==> src/rtl/ql_pkg.sv <==
// Shared definitions for the QL video fetch path.
// FSM encoding and default SDRAM placement of video RAM.
package ql_pkg;

  typedef enum logic [1:0] {
    ST_IDLE,
    ST_REQ,
    ST_WAIT
  } fetch_st_t;

  // ULA word 0 sits at SDRAM byte $20000
  localparam logic [22:0] VRAM_BASE_WORD = 23'h010000;

endpackage

==> src/rtl/ql_vram_entry.sv <==
// One video buffer entry: valid/tag/data with two tag comparators
// (current address and the following word).
module ql_vram_entry (
  input  logic        clk,
  input  logic        reset,
  input  logic        clr,
  input  logic        wr,
  input  logic [14:0] wr_tag,
  input  logic [15:0] wr_data,
  input  logic [14:0] look_a,
  input  logic [14:0] look_b,
  output logic        hit_a,
  output logic        hit_b,
  output logic [15:0] data
);

  logic        valid;
  logic [14:0] tag;

  always_ff @(posedge clk or posedge reset) begin
    if (reset) begin
      valid <= 1'b0;
      tag   <= '0;
      data  <= '0;
    end else if (clr) begin
      valid <= 1'b0;
    end else if (wr) begin
      valid <= 1'b1;
      tag   <= wr_tag;
      data  <= wr_data;
    end
  end

  assign hit_a = valid && (tag == look_a);
  assign hit_b = valid && (tag == look_b);

endmodule

==> src/rtl/ql_vram_fetch.sv <==
// ZX8301 video word buffer: two entries over SDRAM, demand fetch
// on a miss and next-word prefetch while the current word hits.
module ql_vram_fetch
  import ql_pkg::*;
#(
  parameter int                MEM_AW    = 23,
  parameter logic [MEM_AW-1:0] BASE_WORD = MEM_AW'(VRAM_BASE_WORD)
) (
  input  logic              clk,
  input  logic              reset,
  input  logic [14:0]       addr_in,
  output logic [15:0]       dout,
  input  logic              flush,
  output logic              mem_req,
  output logic [MEM_AW-1:0] mem_addr,
  input  logic              mem_ack,
  input  logic              mem_valid,
  input  logic [15:0]       mem_data,
  output logic              underrun
);

  fetch_st_t   state, state_nx;
  logic [14:0] tag_q, tag_nx;
  logic        victim_q, victim_nx;
  logic        discard_q, discard_nx;
  logic        start, fill, wr;
  logic [14:0] next_addr;
  logic [14:0] prev_addr;
  logic        primed;
  logic [1:0]  hit_a, hit_b;
  logic [15:0] data0, data1;
  logic        cur_hit, nxt_hit;

  assign next_addr = addr_in + 15'd1;
  assign cur_hit   = |hit_a;
  assign nxt_hit   = |hit_b;

  // A flush in the fill cycle must win over the write
  assign wr = fill && !discard_q && !flush;

  ql_vram_entry u_e0 (
    .clk     (clk),
    .reset   (reset),
    .clr     (flush),
    .wr      (wr && !victim_q),
    .wr_tag  (tag_q),
    .wr_data (mem_data),
    .look_a  (addr_in),
    .look_b  (next_addr),
    .hit_a   (hit_a[0]),
    .hit_b   (hit_b[0]),
    .data    (data0)
  );

  ql_vram_entry u_e1 (
    .clk     (clk),
    .reset   (reset),
    .clr     (flush),
    .wr      (wr && victim_q),
    .wr_tag  (tag_q),
    .wr_data (mem_data),
    .look_a  (addr_in),
    .look_b  (next_addr),
    .hit_a   (hit_a[1]),
    .hit_b   (hit_b[1]),
    .data    (data1)
  );

  always_comb begin
    state_nx   = state;
    tag_nx     = tag_q;
    victim_nx  = victim_q;
    discard_nx = discard_q;
    start      = 1'b0;
    fill       = 1'b0;
    unique case (state)
      ST_IDLE: begin
        if (!cur_hit) begin
          start  = 1'b1;
          tag_nx = addr_in;
        end else if (!nxt_hit) begin
          start  = 1'b1;
          tag_nx = next_addr;
        end
        if (start) begin
          // replace whichever entry is not serving addr_in
          victim_nx  = hit_a[0];
          discard_nx = 1'b0;
          state_nx   = ST_REQ;
        end
      end
      ST_REQ: begin
        if (mem_ack) begin
          if (mem_valid) begin
            fill     = 1'b1;
            state_nx = ST_IDLE;
          end else begin
            state_nx = ST_WAIT;
          end
        end
      end
      ST_WAIT: begin
        if (mem_valid) begin
          fill     = 1'b1;
          state_nx = ST_IDLE;
        end
      end
      default: state_nx = ST_IDLE;
    endcase
    if (flush && state != ST_IDLE) discard_nx = 1'b1;
  end

  always_ff @(posedge clk or posedge reset) begin
    if (reset) begin
      state     <= ST_IDLE;
      tag_q     <= '0;
      victim_q  <= 1'b0;
      discard_q <= 1'b0;
      mem_addr  <= '0;
    end else begin
      state     <= state_nx;
      tag_q     <= tag_nx;
      victim_q  <= victim_nx;
      discard_q <= discard_nx;
      if (start) mem_addr <= BASE_WORD + MEM_AW'(tag_nx);
    end
  end

  assign mem_req = (state == ST_REQ);

  always_ff @(posedge clk or posedge reset) begin
    if (reset) begin
      dout      <= '0;
      underrun  <= 1'b0;
      prev_addr <= '0;
      primed    <= 1'b0;
    end else begin
      if (hit_a[0])      dout <= data0;
      else if (hit_a[1]) dout <= data1;
      underrun  <= primed && (addr_in != prev_addr) && !cur_hit;
      prev_addr <= addr_in;
      primed    <= 1'b1;
    end
  end

endmodule

==> config.mk <==
export PLATFORM = sky130hd
export DESIGN_NAME = ql_vram_fetch
export DESIGN_NICKNAME = d
export VERILOG_FILES = /design/src/rtl/ql_pkg.sv /design/src/rtl/ql_vram_entry.sv /design/src/rtl/ql_vram_fetch.sv
export SDC_FILE = /design/constraint.sdc
export NUM_CORES = 1
export LEC_CHECK = 0
export CAP_MARGIN = 20
export CORE_UTILIZATION = 41
export DETAILED_ROUTE_END_ITERATION = 7
export SETUP_SLACK_MARGIN = 0.05
export SYNTH_ARGS = -nofsm -noshare
export SYNTH_HDL_FRONTEND = slang
export SYNTH_SLANG_ARGS = --single-unit
==> constraint.sdc <==
create_clock -name clk -period 4.98 [get_ports clk]
set_input_delay 0.996 -clock clk [delete_from_list [all_inputs] [get_ports clk]]
set_output_delay 0.996 -clock clk [all_outputs]
set_load 0.01 [all_outputs]
Word level (Yosys, flattened, before mapping)
Cells that the tools add are included.
Operators by class
  add/subtract/negate cells: 2
  equal/unequal tests: 10
  multiplexer cells: 24
  bitwise operators: 1
  reduce and logical (&&, ||, !) cells: 29
Operator list (count)
  $eq 15x15->1: 4
  $mux 15: 3
  $mux 16: 2
  $add 17x15->18 const A: 1
  $add 15x1->15 const B: 1
  $ne 15x15->1: 1
  $mux 1: 13
  $reduce_bool 2->1: 6
  $logic_and 1x1->1: 11
  $mux 2: 4
  $reduce_and 2->1: 4
  $pmux 2 s3: 1
  $logic_not 1->1: 4
  $ne 2x1->1 const B: 2
  $reduce_or 2->1: 2
  $reduce_and 3->1: 1
  $eq 2x1->1 const B: 1
  $eq 2x2->1 const B: 1
  $logic_not 2->1: 1
  $ne 2x2->1 const B: 1
  $pmux 1 s2: 1
  $not 1->1: 1
Word-level totals
  flip-flop bits (word level): 139
  bits of input ports: 36
  output and inout port bits: 41
  word-level logic and storage cells: 81

Longest topological paths before layout
  word-level depth: 10
  gate-level depth with buffers: 12

Modules after synthesis
From an unflattened synthesis, not the netlist that was laid out.
Second synthesis, totals
  cells, all modules: 567
  area total of the unflattened synthesis: 6525.0 µm²
By module, submodules not included
  ql_vram_fetch: times used 1, cells each 347, area each 3427.0 µm²
  ql_vram_entry: times used 2, cells each 110, area each 1549.0 µm²

Worst setup path after synthesis
OpenSTA, ideal clock, no wires.
  path type: input port to flip-flop
  from: input addr_in[0]
  to: register mem_addr[14]
  library setup time: 0.131 ns
  data arrival time: 3.259 ns
  path slack: 1.591 ns
  stages: 12
  buffers on the path: 3
  path through: ha_1 -> buf_4 -> and4_1 -> nand4_4 -> a211o_1 -> a2111oi_4 -> nand4_2 -> and2_1 -> buf_6 -> buf_6 -> a221oi_1 -> nand3_1
On the way
  word-level cells in the longest chain between the ends: 8
  elaborated cells on any way between the ends: 19
  those cells by class: add/sub (2); eq/ne (4); mux (7); reduce/logical (6)
RTL lines
  start, declared: line ql_vram_fetch.sv:11  | input logic [14:0] addr_in,
  $add 15x1->15: line ql_vram_fetch.sv:34  | assign next_addr = addr_in + 15'd1;
  $eq 15x15->1: line ql_vram_entry.sv:35  | assign hit_b = valid && (tag == look_b);
  $logic_and 1x1->1: line ql_vram_entry.sv:35
  $reduce_or 2->1: line ql_vram_fetch.sv:36  | assign nxt_hit = |hit_b;
  $mux 15 / $mux 1 (equally long branches): line ql_vram_fetch.sv:81  | end else if (!nxt_hit) begin
  $mux 15 / $mux 1 (equally long branches): line ql_vram_fetch.sv:78  | if (!cur_hit) begin
  $mux 15 / $mux 1 (equally long branches): line ql_vram_fetch.sv:76  | unique case (state)
  $add 17x15->18 / $mux 1 (equally long branches): line ql_vram_fetch.sv:125, ql_vram_fetch.sv:76
  end signal, assigned: line ql_vram_fetch.sv:125  | if (start) mem_addr <= BASE_WORD + MEM_AW'(tag_nx);
  end, declared: line ql_vram_fetch.sv:15  | output logic [MEM_AW-1:0] mem_addr,
Several ways; a longest one is shown, not always the timed one. The select of a mux whose other input is x is not followed.
A chain may end at the register's enable or synchronous reset.

Worst setup path in the final report
  from: input addr_in[9]
  to: register tag_q[10]
On the way
  word-level cells in the longest chain between the ends: 7
  elaborated cells on any way between the ends: 14
  those cells by class: add/sub (1); eq/ne (4); mux (3); reduce/logical (6)
RTL lines
  $add 15x1->15: line ql_vram_fetch.sv:34
  $eq 15x15->1: line ql_vram_entry.sv:35
  $logic_and 1x1->1: line ql_vram_entry.sv:35
  $reduce_or 2->1: line ql_vram_fetch.sv:36
  $mux 15: line ql_vram_fetch.sv:81
  $mux 15 (*): line ql_vram_fetch.sv:78
  $mux 15 (*): line ql_vram_fetch.sv:76
  named net tag_nx[10]: line ql_vram_fetch.sv:23  | logic [14:0] tag_q, tag_nx;
  end signal, assigned: line ql_vram_fetch.sv:122  | tag_q <= tag_nx;
  end, declared: line ql_vram_fetch.sv:23
Mark *: on every way through the listed nets, which the timed path passes. The rest lies on a longest branch.

==> summary.md <==
| Metric | Value |
|---|---|
| Initial antenna violation count | `0` |
| Area growth, synth to finish | `22.3%` |
| Pwr/cell area | `522 nW/um^2` |
| Postcts setup bufs | `0` |
| Status | `finished, final reports clean` |
| IO Count | `77` |
| Switching power | `0.00153 W` |
| Via density | `5.72` |
| CTS max path bufs | `2` |
| Dpl cells | `approximately 930` |
| CTS-repair resized insts | `0` |
| Standard-cell rows | `47` |
| DIE AREA | `17800 um^2` |
| Critical path peak fanout | `13` |
| Commonest cells post-synth | `dfrtp_1 (132), mux2_2 (59), nor2_1 (44)` |
| DRC | `0` |
| Slew Limit Fails | `0` |
| # hold bufs at CTS | `0` |
| Int Power | `around 0.0030 W` |
| CP Cell Sequence | `clkdlybuf4s50_1 -> buf_4 -> xor2_1 -> nor3_1 -> o221ai_1 -> a2111oi_4 -> nand4_2 -> nand2_1 -> buf_4 -> o221ai_1 -> a311o_1` |
| Reg clk slew, reported paths | `0.06 ns` |
| Post-DP HPWL | `14.4 mm` |
| Clock power frac | `between 20 and 30%` |
| Mean Syn Cell Area | `10.8 um^2` |
| Drt pass-1 iters | `5` |
| Total GRT Usage | `23.6%` |
| First-pass GRT wire length | `31.7 mm` |
| Post-synth EDFFs | `0` |
| Sw Share | `33.7%` |
| Final setup skew | `around 0.0076 ns` |
| Gate power share | `32.5%` |
| TritonCTS clock tree | `built` |
| Mapped Cells | `656` |
| Clock Tree Root | `clkbuf_16` |
| CP top delay family | `buffers and inverters` |
| DR vias | `~5500` |
| Critical-path top delay cell | `clkdlybuf4s50_1` |
| Fill count | `1522` |
| Post-DRT Antenna Nets | `0` |
| Top cells by area, synth | `dfrtp_1 (47%), mux2_2 (9.4%), xor2_1 (4.6%)` |
| P_leak | `about 3.8 nW` |
| Fin crit share | `a little over 80%` |
| WP data required | `between 5 and 6 ns` |
| Non-Filler Instances | `966` |
| DRT iter0 DRCs | `490` |
| RSZ-0062 raised after global routing | `false` |
| Largest net degree at the start of global routing | `107` |
| Register area share after synthesis | `46.5%` |
| Input/output buffers | `69` |
| Max-Cap Viols | `0` |
| Worst setup EP type | `register` |
| Worst min path class | `reg2reg` |
| H-tree Lvls | `4` |
| Fin. Hold Viols | `0` |
| F_max | `245 MHz` |
| Post-synth top area share | `46.5%` |
| Pre-CTS setup slack | `0.358 ns` |
| Die H | `134 um` |
| Clock Sinks | `132` |
| Worst EP arrival | `4.38 ns` |
| Cell type with the largest total area after synthesis | `dfrtp_1` |
| Synth Flop Type | `dfrtp_1` |
| Die Wd | `134 um` |
| Pwr Total | `roughly 0.0045 W` |
| Peak VDD IR | `roughly 0.25 mV` |
| Grt total ovfl | `0` |
| Synthesized flop and latch total | `132` |
| Total CTS buffers | `17` |
| Worst-skew pair later-pin latency | `between 0.4 and 0.5 ns` |
| Library cells used by synthesis | `69` |
| Vias in the first global route | `5680` |
| DR WL/cell | `between 20 and 25 um` |
| Core ar. | `16800 um^2` |
| Crit-path max cell delay | `about 0.66 ns` |
| Minimum clock period | `4.09 ns` |
| Ant. Diodes | `0` |
| GPL Wtd Cong | `0.926` |
| Final instance area | `~8700 um^2` |
| Tightest Pin Transition | `around 0.96 ns` |
| Starting density of the core | `42.4%` |
| Seq pwr share | `38.8%` |
| Setup ws final | `0.894 ns` |
| Routed Wire Length | `approximately 20 mm` |
| Synthesized cell area | `7100 um^2` |
| TNS Setup | `0 ns` |
| Synth Warn # | `0` |
| Nets | `just under 800` |
| Crit path launch type | `primary input` |
| Multi-input logic area | `3430 um^2` |
| Area occupied by registers | `3300 um^2` |
| Layout cells sized above 1 | `19.0%` |
| # setup viols final | `0` |
| Bufs and invs on worst path | `3` |
| Critical path class | `in2reg` |
| Rel. slew slack | `~36%` |
| Top-count cell post-synth | `dfrtp_1` |
| Placed instance area | `roughly 8100 um^2` |
| Post-synth ARST share | `100%` |
## cell families after synthesis
kind of cell	after synthesis	synth area share (%)
mux	76	11.8
other cells	2	0.106
fa+ha+maj	4	0.705
simple gates	193	15.2
xor+xnor	59	7.49
buf+inv	72	5.59
flops	132	46.5
compound gates	118	12.6
## per-layer routing
metal	routed length, um	GRT usage [%]	share of wire, %	vias to the layer above
li1	-	-	-	2527
met1	8840	30.5	44	2743
met2	9520	38.2	47	213
met3	1040	4.15	5.2	47
met4	641	11.6	3.2	0
met5	0	0	0	-
## sequential cells by signal, summed over array words and instances, names as in the netlist, 2 cells and up
signal / count
state: 2
tag_q: 15
u_e1.data: 16
u_e0.tag: 15
u_e1.tag: 15
dout: 16
u_e0.data: 16
prev_addr: 15
mem_addr: 16
## layout make-up
type                    instances  share of cell area, %
multi-input cells             458                   39.5
flip-flops and latches        132                   38.0
repair buffers                104                   11.3
clock buffers                  21                   5.42
well taps                     220                   3.17
clock inverters                11                   1.70
inverters                      20                  0.922
## placed cells by master, fill, tap and decap left out, types with 4 or more instances in the layout
master             n
a2111o_1           8
a21o_1             6
a21oi_1           38
a22oi_1            5
and3_1             9
and4_1             5
buf_4             33
clkbuf_16         17
clkdlybuf4s50_1   69
conb_1             8
dfrtp_1          132
ha_1               4
inv_1             19
mux2_2            59
mux2i_1           17
nand2_1           32
nand2b_1           5
nand3_1           23
nand4_1           19
nand4b_1           5
nor2_1            44
nor3_1            13
nor4_1             9
o21ai_0           11
o22ai_1            6
or3_1              5
or4_1              5
xnor2_1           21
xor2_1            37
## power groups by stage
stage               Clock [W]  Combinational (W)  Sequential [W]
CTS                   0.00133            0.00148         0.00176
detailed placement          0            0.00147         0.00177
global route          0.00138            0.00161         0.00181
floorplan                   0            0.00101         0.00169
global placement            0            0.00143         0.00175
finish                0.00130            0.00147         0.00176
## path summary, 6_finish.rpt
path	start	endpoint	slack (ns)	depth (start not counted)
max in group asynchronous	reset	dout[10]	2.87	3
worst max-delay path	addr_in[9]	tag_q[10]	0.89	11
min in group asynchronous	reset	u_e1.data[2]	1.14	2
worst min-delay path	mem_addr[16]	mem_addr[16]	0.47	1
worst max register to register	u_e0.tag[7]	tag_q[10]	1.78	9
worst min register to register	mem_addr[16]	mem_addr[16]	0.47	1
## stage by stage
step                hold WS [ns]  utilization [%]
finish                     0.469             51.8
global route               0.486             51.8
CTS                        0.477             51.7
detailed placement         0.464             48.1
global placement           0.452             47.9
floorplan                  0.451                -
No activity file was read; power rests on OpenSTA's default activity.
